### src/rtl/csr_ring_master_if.sv
// Host request/response and CSR ring signals of csr_ring_master, plus a state debug tap.
// Handshake: a request transfers on a clk_csr edge with req_valid && req_ready; rsp_valid is a one-cycle pulse qualifying rsp_rd_data and rsp_timeout.
interface csr_ring_master_if;
    logic        req_valid;
    logic        req_ready;
    logic        req_write;
    logic [15:0] req_addr;
    logic [63:0] req_wr_data;

    logic        rsp_valid;
    logic [63:0] rsp_rd_data;
    logic        rsp_timeout;

    logic [3:0]  ring_ctl_out;
    logic [15:0] ring_data_out;
    logic [3:0]  ring_ctl_in;
    logic [15:0] ring_data_in;

    logic [2:0]  dbg_state;

    modport master (
        input  req_valid,
        input  req_write,
        input  req_addr,
        input  req_wr_data,
        input  ring_ctl_in,
        input  ring_data_in,
        output req_ready,
        output rsp_valid,
        output rsp_rd_data,
        output rsp_timeout,
        output ring_ctl_out,
        output ring_data_out,
        output dbg_state
    );

    modport slave (
        output req_valid,
        output req_write,
        output req_addr,
        output req_wr_data,
        output ring_ctl_in,
        output ring_data_in,
        input  req_ready,
        input  rsp_valid,
        input  rsp_rd_data,
        input  rsp_timeout,
        input  ring_ctl_out,
        input  ring_data_out,
        input  dbg_state
    );
endinterface

### src/rtl/csr_ring_master.sv
// CSR ring master: turns one host read/write into command + DATA beats on the ring and waits for ACK/read data.
// Optional response-wait timeout is enabled by defining CSR_RING_MASTER_TIMEOUT_EN.
module csr_ring_master #(
    parameter int unsigned TIMEOUT_CYCLES = 1023
) (
    input logic               clk_csr,
    input logic               i_csr_reset_n,
    csr_ring_master_if.master bus
);

    typedef enum logic [2:0] {
        ST_IDLE      = 3'd0,
        ST_SEND_CMD  = 3'd1,
        ST_SEND_DATA = 3'd2,
        ST_WAIT_ACK  = 3'd3,
        ST_RECV_DATA = 3'd4,
        ST_DONE      = 3'd5
    } state_t;

    localparam logic [3:0] CTL_IDLE   = 4'h0;
    localparam logic [3:0] CTL_RD_CMD = 4'h1;
    localparam logic [3:0] CTL_WR_CMD = 4'h2;
    localparam logic [3:0] CTL_DATA   = 4'h3;
    localparam logic [3:0] CTL_ACK    = 4'h4;

    state_t      state_q, state_d;
    logic        is_write_q, is_write_d;
    logic [63:0] wr_data_q, wr_data_d;
    logic [63:0] rd_data_q, rd_data_d;
    logic [1:0]  beat_q, beat_d;
    logic [1:0]  beat_inc;
    logic [3:0]  ring_ctl_q, ring_ctl_d;
    logic [15:0] ring_data_q, ring_data_d;
    logic        req_ready_q;
    logic        rsp_valid_q;
    logic [63:0] rsp_rd_data_q, rsp_rd_data_d;
    logic        rsp_timeout_q, rsp_timeout_d;
    logic        tmo_hit;

    assign beat_inc = beat_q + 2'd1;

`ifdef CSR_RING_MASTER_TIMEOUT_EN
    localparam int unsigned      TMO_W     = $clog2(TIMEOUT_CYCLES + 1);
    localparam logic [TMO_W-1:0] TMO_LIMIT = TMO_W'(TIMEOUT_CYCLES);

    logic [TMO_W-1:0] tmo_cnt_q;
    logic             waiting;

    // tmo_cnt_q is the number of cycles spent waiting, including the current one.
    assign waiting = (state_q == ST_WAIT_ACK) || (state_q == ST_RECV_DATA);
    assign tmo_hit = waiting && (tmo_cnt_q == TMO_LIMIT);

    always_ff @(posedge clk_csr or negedge i_csr_reset_n) begin
        if (!i_csr_reset_n) begin
            tmo_cnt_q <= '0;
        end else if ((state_d == ST_WAIT_ACK) && (state_q != ST_WAIT_ACK)) begin
            tmo_cnt_q <= TMO_W'(1);
        end else if (waiting) begin
            tmo_cnt_q <= tmo_cnt_q + 1'b1;
        end else begin
            tmo_cnt_q <= '0;
        end
    end
`else
    assign tmo_hit = 1'b0;
`endif

    // Next-state logic also computes the ring beat for the next cycle so the ring outputs are pure flops.
    always_comb begin
        state_d       = state_q;
        is_write_d    = is_write_q;
        wr_data_d     = wr_data_q;
        rd_data_d     = rd_data_q;
        beat_d        = beat_q;
        ring_ctl_d    = CTL_IDLE;
        ring_data_d   = '0;
        rsp_rd_data_d = '0;
        rsp_timeout_d = 1'b0;

        unique case (state_q)
            ST_IDLE: begin
                if (req_ready_q && bus.req_valid) begin
                    is_write_d  = bus.req_write;
                    wr_data_d   = bus.req_wr_data;
                    ring_ctl_d  = bus.req_write ? CTL_WR_CMD : CTL_RD_CMD;
                    ring_data_d = bus.req_addr;
                    state_d     = ST_SEND_CMD;
                end
            end

            ST_SEND_CMD: begin
                if (is_write_q) begin
                    state_d     = ST_SEND_DATA;
                    beat_d      = 2'd0;
                    ring_ctl_d  = CTL_DATA;
                    ring_data_d = wr_data_q[15:0];
                end else begin
                    state_d = ST_WAIT_ACK;
                end
            end

            // beat_q is the index of the word on the ring this cycle.
            ST_SEND_DATA: begin
                if (beat_q == 2'd3) begin
                    state_d = ST_WAIT_ACK;
                end else begin
                    beat_d      = beat_inc;
                    ring_ctl_d  = CTL_DATA;
                    ring_data_d = wr_data_q[{beat_inc, 4'b0000} +: 16];
                end
            end

            ST_WAIT_ACK: begin
                if (tmo_hit) begin
                    state_d       = ST_DONE;
                    rsp_timeout_d = 1'b1;
                end else if (bus.ring_ctl_in == CTL_ACK) begin
                    if (is_write_q) begin
                        state_d = ST_DONE;
                    end else begin
                        state_d   = ST_RECV_DATA;
                        beat_d    = 2'd0;
                        rd_data_d = '0;
                    end
                end
            end

            ST_RECV_DATA: begin
                if (tmo_hit) begin
                    state_d       = ST_DONE;
                    rsp_timeout_d = 1'b1;
                end else if (bus.ring_ctl_in == CTL_DATA) begin
                    rd_data_d[{beat_q, 4'b0000} +: 16] = bus.ring_data_in;
                    if (beat_q == 2'd3) begin
                        state_d       = ST_DONE;
                        rsp_rd_data_d = rd_data_d;
                    end else begin
                        beat_d = beat_inc;
                    end
                end
            end

            ST_DONE: begin
                state_d = ST_IDLE;
            end

            default: begin
                state_d = ST_IDLE;
            end
        endcase
    end

    // req_ready and rsp_valid follow the next state so they line up with IDLE and DONE.
    always_ff @(posedge clk_csr or negedge i_csr_reset_n) begin
        if (!i_csr_reset_n) begin
            state_q       <= ST_IDLE;
            is_write_q    <= 1'b0;
            wr_data_q     <= '0;
            rd_data_q     <= '0;
            beat_q        <= '0;
            ring_ctl_q    <= CTL_IDLE;
            ring_data_q   <= '0;
            req_ready_q   <= 1'b0;
            rsp_valid_q   <= 1'b0;
            rsp_rd_data_q <= '0;
            rsp_timeout_q <= 1'b0;
        end else begin
            state_q       <= state_d;
            is_write_q    <= is_write_d;
            wr_data_q     <= wr_data_d;
            rd_data_q     <= rd_data_d;
            beat_q        <= beat_d;
            ring_ctl_q    <= ring_ctl_d;
            ring_data_q   <= ring_data_d;
            req_ready_q   <= (state_d == ST_IDLE);
            rsp_valid_q   <= (state_d == ST_DONE);
            rsp_rd_data_q <= rsp_rd_data_d;
            rsp_timeout_q <= rsp_timeout_d;
        end
    end

    assign bus.req_ready     = req_ready_q;
    assign bus.rsp_valid     = rsp_valid_q;
    assign bus.rsp_rd_data   = rsp_rd_data_q;
    assign bus.rsp_timeout   = rsp_timeout_q;
    assign bus.ring_ctl_out  = ring_ctl_q;
    assign bus.ring_data_out = ring_data_q;
    assign bus.dbg_state     = state_q;

endmodule
### src/flat_wrapper.sv
// flat-port wrapper written by rule: the top's interface ports become plain ports
module csr_ring_master_flat 
#(
    parameter int unsigned TIMEOUT_CYCLES = 1023
)
  (clk_csr, i_csr_reset_n, bus_req_valid, bus_req_write, bus_req_addr, bus_req_wr_data, bus_ring_ctl_in, bus_ring_data_in, bus_req_ready, bus_rsp_valid, bus_rsp_rd_data, bus_rsp_timeout, bus_ring_ctl_out, bus_ring_data_out, bus_dbg_state);
  csr_ring_master_if bus_i ();
  input logic clk_csr;
  input logic i_csr_reset_n;
  input wire logic [$bits(bus_i.req_valid)-1:0] bus_req_valid;
  input wire logic [$bits(bus_i.req_write)-1:0] bus_req_write;
  input wire logic [$bits(bus_i.req_addr)-1:0] bus_req_addr;
  input wire logic [$bits(bus_i.req_wr_data)-1:0] bus_req_wr_data;
  input wire logic [$bits(bus_i.ring_ctl_in)-1:0] bus_ring_ctl_in;
  input wire logic [$bits(bus_i.ring_data_in)-1:0] bus_ring_data_in;
  output wire logic [$bits(bus_i.req_ready)-1:0] bus_req_ready;
  output wire logic [$bits(bus_i.rsp_valid)-1:0] bus_rsp_valid;
  output wire logic [$bits(bus_i.rsp_rd_data)-1:0] bus_rsp_rd_data;
  output wire logic [$bits(bus_i.rsp_timeout)-1:0] bus_rsp_timeout;
  output wire logic [$bits(bus_i.ring_ctl_out)-1:0] bus_ring_ctl_out;
  output wire logic [$bits(bus_i.ring_data_out)-1:0] bus_ring_data_out;
  output wire logic [$bits(bus_i.dbg_state)-1:0] bus_dbg_state;
  assign bus_i.req_valid = bus_req_valid;
  assign bus_i.req_write = bus_req_write;
  assign bus_i.req_addr = bus_req_addr;
  assign bus_i.req_wr_data = bus_req_wr_data;
  assign bus_i.ring_ctl_in = bus_ring_ctl_in;
  assign bus_i.ring_data_in = bus_ring_data_in;
  assign bus_req_ready = bus_i.req_ready;
  assign bus_rsp_valid = bus_i.rsp_valid;
  assign bus_rsp_rd_data = bus_i.rsp_rd_data;
  assign bus_rsp_timeout = bus_i.rsp_timeout;
  assign bus_ring_ctl_out = bus_i.ring_ctl_out;
  assign bus_ring_data_out = bus_i.ring_data_out;
  assign bus_dbg_state = bus_i.dbg_state;
  csr_ring_master #(.TIMEOUT_CYCLES(TIMEOUT_CYCLES)) u_core (.clk_csr(clk_csr), .i_csr_reset_n(i_csr_reset_n), .bus(bus_i));
endmodule
### config.mk
export PLATFORM = sky130hd
export DESIGN_NAME = csr_ring_master_flat
export DESIGN_NICKNAME = d
export VERILOG_FILES = /design/src/rtl/csr_ring_master_if.sv /design/src/rtl/csr_ring_master.sv /design/src/flat_wrapper.sv
export SDC_FILE = /design/constraint.sdc
export NUM_CORES = 1
export LEC_CHECK = 0
export CORE_MARGIN = 2
export CORE_UTILIZATION = 30
export CTS_CLUSTER_DIAMETER = 80
export DETAILED_ROUTE_END_ITERATION = 7
export PLACE_DENSITY = 0.53
export SLEW_MARGIN = 0
export SYNTH_ARGS = -nofsm -noshare
export SYNTH_HDL_FRONTEND = slang
export SYNTH_SLANG_ARGS = --single-unit
export TNS_END_PERCENT = 50
### constraint.sdc
create_clock -name clk_csr -period 5.8 [get_ports clk_csr]
set_clock_uncertainty 0.1 [all_clocks]
set_input_delay 0.58 -clock clk_csr [delete_from_list [all_inputs] [get_ports clk_csr]]
set_output_delay 0.58 -clock clk_csr [all_outputs]
set_load 0.005 [all_outputs]
==> results of run 1 <==
## layout by cell type, fill, tap and decap left out, types with 3 or more instances in the layout
cell type        Yosys  layout
dfrtp_1            218     217
nand2_1            196     195
clkdlybuf4s50_1      0     189
nor2_1              68      68
nor2b_1             66      66
a21oi_1             65      65
a22o_1              64      64
clkbuf_16            0      25
inv_1               20      20
o21ai_0             18      18
mux4_2              16      16
a22oi_1             16      16
buf_4                9       8
clkinv_2             0       7
ha_1                 6       6
clkbuf_8             0       6
and2_1               4       4
a21oi_2              4       4
nand3_1              3       3
conb_1               1       3
bufinv_16            0       3
## routing by layer
| layer | track usage | vias up |
|---|---|---|
| met2 | 0.236 | 235 |
| li1 | - | 3197 |
| met4 | 0.0393 | 0 |
| met5 | 0 | - |
| met3 | 0.0395 | 39 |
| met1 | 0.209 | 3136 |
## synthesized netlist by cell type (all sizes together)
| library cell | count | area, um^2 |
|---|---|---|
| conb | 1 | 3.75 |
| nor3 | 2 | 10.0 |
| a21oi | 69 | 360 |
| nand2 | 196 | 736 |
| clkbuf | 29 | 109 |
| nor3b | 4 | 51.3 |
| o211ai | 2 | 15.0 |
| inv | 20 | 75.1 |
| nand3 | 3 | 15.0 |
| a22oi | 16 | 120 |
| o21ai | 18 | 90.1 |
| buf | 45 | 309 |
| nand2b | 1 | 6.26 |
| dfrtp | 218 | 5460 |
| nor4b | 2 | 38.8 |
| o2111ai | 1 | 8.76 |
| nor2b | 66 | 413 |
| nand4b | 1 | 8.76 |
| a21o | 1 | 7.51 |
| nor2 | 69 | 275 |
| and4b | 2 | 20.0 |
| mux2i | 1 | 10.0 |
| a22o | 64 | 561 |
| o2bb2ai | 1 | 8.76 |
| or3b | 1 | 11.3 |
| xnor2 | 2 | 17.5 |
| nand3b | 1 | 7.51 |
| nand4bb | 1 | 11.3 |
| mux4 | 16 | 360 |
| nor4bb | 1 | 10.0 |
| and2 | 4 | 25.0 |
| and3 | 2 | 12.5 |
| or4b | 1 | 10.0 |
| ha | 6 | 75.1 |
| mux2 | 1 | 11.3 |
## worst reg2reg max path: stages (launching register included)
cell and delay, ps:
dfrtp_2 880, ha_1 720, nor4b_4 870, and2_1 620, a22o_1 240
## cell type report
| type | count | area, um^2 | area share |
|---|---|---|---|
| Antenna cell | 1 | 2.50 | 0.000206 |
| Inverter | 20 | 75.1 | 0.00617 |
| Multi-Input combinational cell | 558 | 3330 | 0.273 |
| Clock inverter | 11 | 134 | 0.0110 |
| Timing Repair Buffer | 198 | 1970 | 0.162 |
| Tap cell | 396 | 495 | 0.0407 |
| Clock buffer | 33 | 716 | 0.0588 |
| Sequential cell | 218 | 5460 | 0.448 |
## cells by family (layout without fill, tap and decap cells)
family | Yosys count | in the layout | synth area share
multiplexers | 18 | 18 | 0.0412
flip-flops | 218 | 218 | 0.589
AND/OR/NAND/NOR | 357 | 357 | 0.179
buffers and inverters | 94 | 262 | 0.0532
XOR/XNOR | 2 | 2 | 0.00189
other | 1 | 4 | 0.000405
adder cells (fa/ha/maj) | 6 | 6 | 0.00811
AO/OA/AOI/OAI | 172 | 172 | 0.126
## state kept, by name (all words and copies together), names as in the netlist
signal / count
u_core.bus.rsp_rd_data: 64
u_core.rd_data_q: 64
u_core.wr_data_q: 64
u_core.bus.ring_data_out: 16
u_core.bus.dbg_state: 3
u_core.beat_q: 2
u_core.bus.ring_ctl_out: 2
u_core.bus.req_ready: 1
u_core.bus.rsp_valid: 1
u_core.is_write_q: 1
## per-stage QoR
stage | hold WS (ps) | cell area, um^2 | util | power (mW)
floorplan | 184 | 9270 | - | 2.75
global placement | 353 | 11300 | 0.371 | 3.16
detailed placement | 358 | 11300 | 0.371 | 3.19
CTS | 77.8 | 12200 | 0.399 | 4.83
global route | 105 | 12200 | 0.399 | 5.05
finish | 6.77 | 12200 | 0.399 | 4.75
## how the worst max path moves through the flow
stage / startpoint / endpoint / slack, ps / cells after the start
final: u_core.beat_q[0] / u_core.rd_data_q[53] / 2300 / 4
after global routing: u_core.beat_q[0] / u_core.rd_data_q[52] / 1910 / 5
after CTS: u_core.beat_q[0] / u_core.rd_data_q[48] / 2270 / 4
after detailed placement: u_core.beat_q[0] / u_core.rd_data_q[53] / 2270 / 4
after global placement: u_core.beat_q[0] / u_core.rd_data_q[57] / 2310 / 4
after floorplan: u_core.beat_q[0] / u_core.rd_data_q[53] / 3660 / 8
## power breakdown
group / internal, mW / switching, mW
sequential: 1.81 / 0.224
combinational: 0.545 / 0.564
clock: 0.995 / 0.610
==> flow_summary.toml, run 1 <==
[global_route]
grt_max_degree = 121
grt_pass1_vias = 6952
grt_pass1_wl_mm = 39.4
grtUsageTotal = 0.151
antenna_found_initial = 1
grt-ovfl-total = 0

[floorplan]
dieArea_um2 = 32300
die_w_um = 180
core_area_um2 = 30500
core.rowCount = 64
die_h_um = 180
floorplan.initialDensity = 0.303
pin_count = 194

[clocking]
root_buffer = "clkbuf_16"
clockBufferDepth = 3
cts_buffers = 25
clock_sinks = 218
cts_tree = "built"
cts-htree-levels = 1
cts_setup_buffers = 0
insertion_delay_ps = 520
clk_transition_reported_paths_ps = 60
hold_buffers = 0
post_cts_resized = 0

[place]
hpwlAfterDp_mm = 16.2
gp_congestion = 0.722
dpl_worst_slack_ps = 2270
post-place-cells = 1390
portBuffers = 190

[detailed_routing]
vias = 6607
dr_wl_met2_mm = 10.9
wire_per_inst_um = 17.1
vias_per_cell = 4.60
top_layer = "met4"
drt-met1-wl_mm = 11.2
firstDrtPassIters = 5
postRouteWirelength_mm = 24.6
route.met3.wl_mm = 1.85
route.detailed.drc = 0
antenna_left = 0
drtIter0Drc = 508

[critical_path]
path_buf_inv = 0
critPathTopFamily = "simple AND/OR/NAND/NOR gates"
rr_worst_depth = 4
cpPeakStageDelay_ps = 880
worstPathRequired_ps = 6150
arrival_ps = 3850
r2r-end = "u_core.rd_data_q[53]"
regToRegSetupSlack_ps = 2300
cp_max_fo = 25
worstReg2RegStart = "u_core.beat_q[0]"
start_kind = "flop"
path_class = "flop to flop"
cp_cell_sequence = "ha_1 -> nor4b_4 -> and2_1 -> a22o_1"
critPathSlowestCell = "dfrtp_2"
cp-end-kind = "flop"

[timing]
worstMarginPinSlew_ps = 1020
setup_violations = 0
maxSlewViolCount = 0
grt_setup_unrepaired = "no"
tns_ps = 0
slew_headroom = 0.319
fmax_mhz = 286
finalHoldViolations = 0
period_share = 0.603
fin_crit_ps = 3500
finalWorstSetupSlack_ps = 2300

[logic_synthesis]
ys_seq_area_frac = 0.589
syn_inst = 868
yosysUniqueCellTypes = 43
ys_ff_latch = 218
synth_area_um2 = 9260
synth.avg_cell_area_um2 = 10.7
yosys_warnings = 0

[cells_and_area]
stdcell_count = 1435
drive_gt1_frac = 0.0800
syn_to_final_growth_pct = 31.5
fillCellCount = 2991
fin_nets = 1131

[status]
run_status = "finished clean"

[run]
cap_violations = 0

[pwr]
leakagePower_nw = 5.54
vdd_ir_drop_max_mv = 0.176
p_per_area_nw_per_um2 = 390

[min_path]
hold_class = "input port to async pin"
Note: power is estimated with default switching activity, not from simulation.
==> run 2, diff against run 1 <==
PLACE_DENSITY = 0.55   (was 0.53)
clock period = 2.85 ns   (was 5.8 ns; I/O delays follow)
==> flow_summary.toml, run 2 (same netlist as run 1, synthesis figures left out) <==
[status]
run_status = "finished clean"

[detailed_routing]
drtIter0Drc = 416
antenna_left = 0
vias_per_cell = 4.63
route.detailed.drc = 0
postRouteWirelength_mm = 24.6
firstDrtPassIters = 4
vias = 6711
wire_per_inst_um = 16.9

[timing]
finalHoldViolations = 0
grt_setup_unrepaired = "no"
period_share = 0.784
worstMarginPinSlew_ps = 766
fmax_mhz = 447
slew_headroom = 0.489
fin_crit_ps = 2240
maxSlewViolCount = 0
tns_ps = 0
setup_violations = 0

[global_route]
use_met1 = 0.207
grt_pass1_vias = 7088
met2_usage = 0.243
grt_busiest_layer = "met2"
grt-ovfl-total = 0
antenna_found_initial = 1
grtUsageTotal = 0.153
grt_pass1_wl_mm = 39.8
grt_max_degree = 87
use_met3 = 0.0438

[cells_and_area]
n_antenna_cell = 0
layout_common_cells = "dfrtp_1, nand2_1, clkdlybuf4s50_1"
final_common_cell = "dfrtp_1"
syn_to_final_growth_pct = 32.7
drive_gt1_frac = 0.0863
final_util = 0.403
fin_nets = 1146

[clocking]
cts_buffers = 25
cts-htree-levels = 1
clk_transition_reported_paths_ps = 60
clockBufferDepth = 3
clock_sinks = 218
cts_tree = "built"
insertion_delay_ps = 530
root_buffer = "clkbuf_16"

[pwr]
pwr-share-clk = 0.325
intPower_mw = 6.70
combPwrFrac = 0.253
p_per_area_nw_per_um2 = 780
p_sw_frac = 0.301
leakagePower_nw = 5.60
pwr-share-seq = 0.422
vdd_ir_drop_max_mv = 0.405
power_mw = 9.59
power.switching_mw = 2.89

[floorplan]
floorplan.initialDensity = 0.303
die_h_um = 180
dieArea_um2 = 32300
core.rowCount = 64
die_w_um = 180
core_area_um2 = 30500
pin_count = 194

[critical_path]
path_class = "flop to flop"
start_kind = "flop"
arrival_ps = 2570
cp-end-kind = "flop"
cp_max_fo = 20
worstPathRequired_ps = 3180

[place]
hpwlAfterDp_mm = 16.7
gp_congestion = 0.778
portBuffers = 190

[run]
cap_violations = 0

[min_path]
hold_class = "input port to flop"
-- run 2: repair_timing --
item                      in CTS  in global routing
hold buffers                   1                  0
setup buffers                  0                  0
gates resized for setup        0                  0
hold endpoints to repair      81                  0
-- run 2: worst paths after layout --
kind	from	end	slack (ps)	cells after the start
max in group asynchronous	i_csr_reset_n	u_core.wr_data_q[12]	1620	3
setup / recovery	u_core.bus.dbg_state[1]	u_core.bus.ring_data_out[10]	610	5
hold / removal	bus_req_wr_data[8]	u_core.wr_data_q[8]	180	3
hold reg to reg	u_core.wr_data_q[59]	u_core.wr_data_q[59]	370	2
setup reg to reg	u_core.bus.dbg_state[1]	u_core.bus.ring_data_out[10]	610	5
min in group asynchronous	i_csr_reset_n	u_core.bus.rsp_rd_data[42]	250	2
-- run 2: metrics by stage --
stage | hold slack [ps] | instances | area [um^2] | worst slack, ps
detailed placement | 241 | 1404 | 11500 | 447
global route | 186 | 1450 | 12300 | 412
finish | 183 | 1450 | 12300 | 614
CTS | 158 | 1450 | 12300 | 598
global placement | 242 | 1404 | 11500 | 476
floorplan | -111 | 870 | 9270 | 712
-- run 2: layer usage --
metal	part of all wire	vias to the layer above
met1	0.46	3207
met4	0.020	2
met5	0.00053	-
met2	0.45	233
met3	0.075	40
li1	-	3229
-- run 2: final cells by class --
class / instances / area (um^2)
Clock buffer: 38 / 724
Sequential cell: 218 / 5460
Tap cell: 396 / 495
Fill cell: 3012 / 18200
Multi-Input combinational cell: 558 / 3330
Timing Repair Buffer: 213 / 2130
Inverter: 20 / 75.1
Clock inverter: 7 / 73.8
-- run 2: power by group through the flow --
stage	sequential [mW]	clock [mW]	combinational [mW]
after global placement	4.08	0	2.43
after global routing	4.13	3.35	2.74
after CTS	4.05	3.23	2.48
after floorplan	3.98	0	1.62
final	4.05	3.12	2.42
after detailed placement	4.09	0	2.48
-- run 2: critical path, stage by stage (launching register included) --
cell and delay, ps:
dfrtp_1 530, nor2_1 430, and4b_2 550, buf_4 320
a22oi_1 110, o21ai_0 90
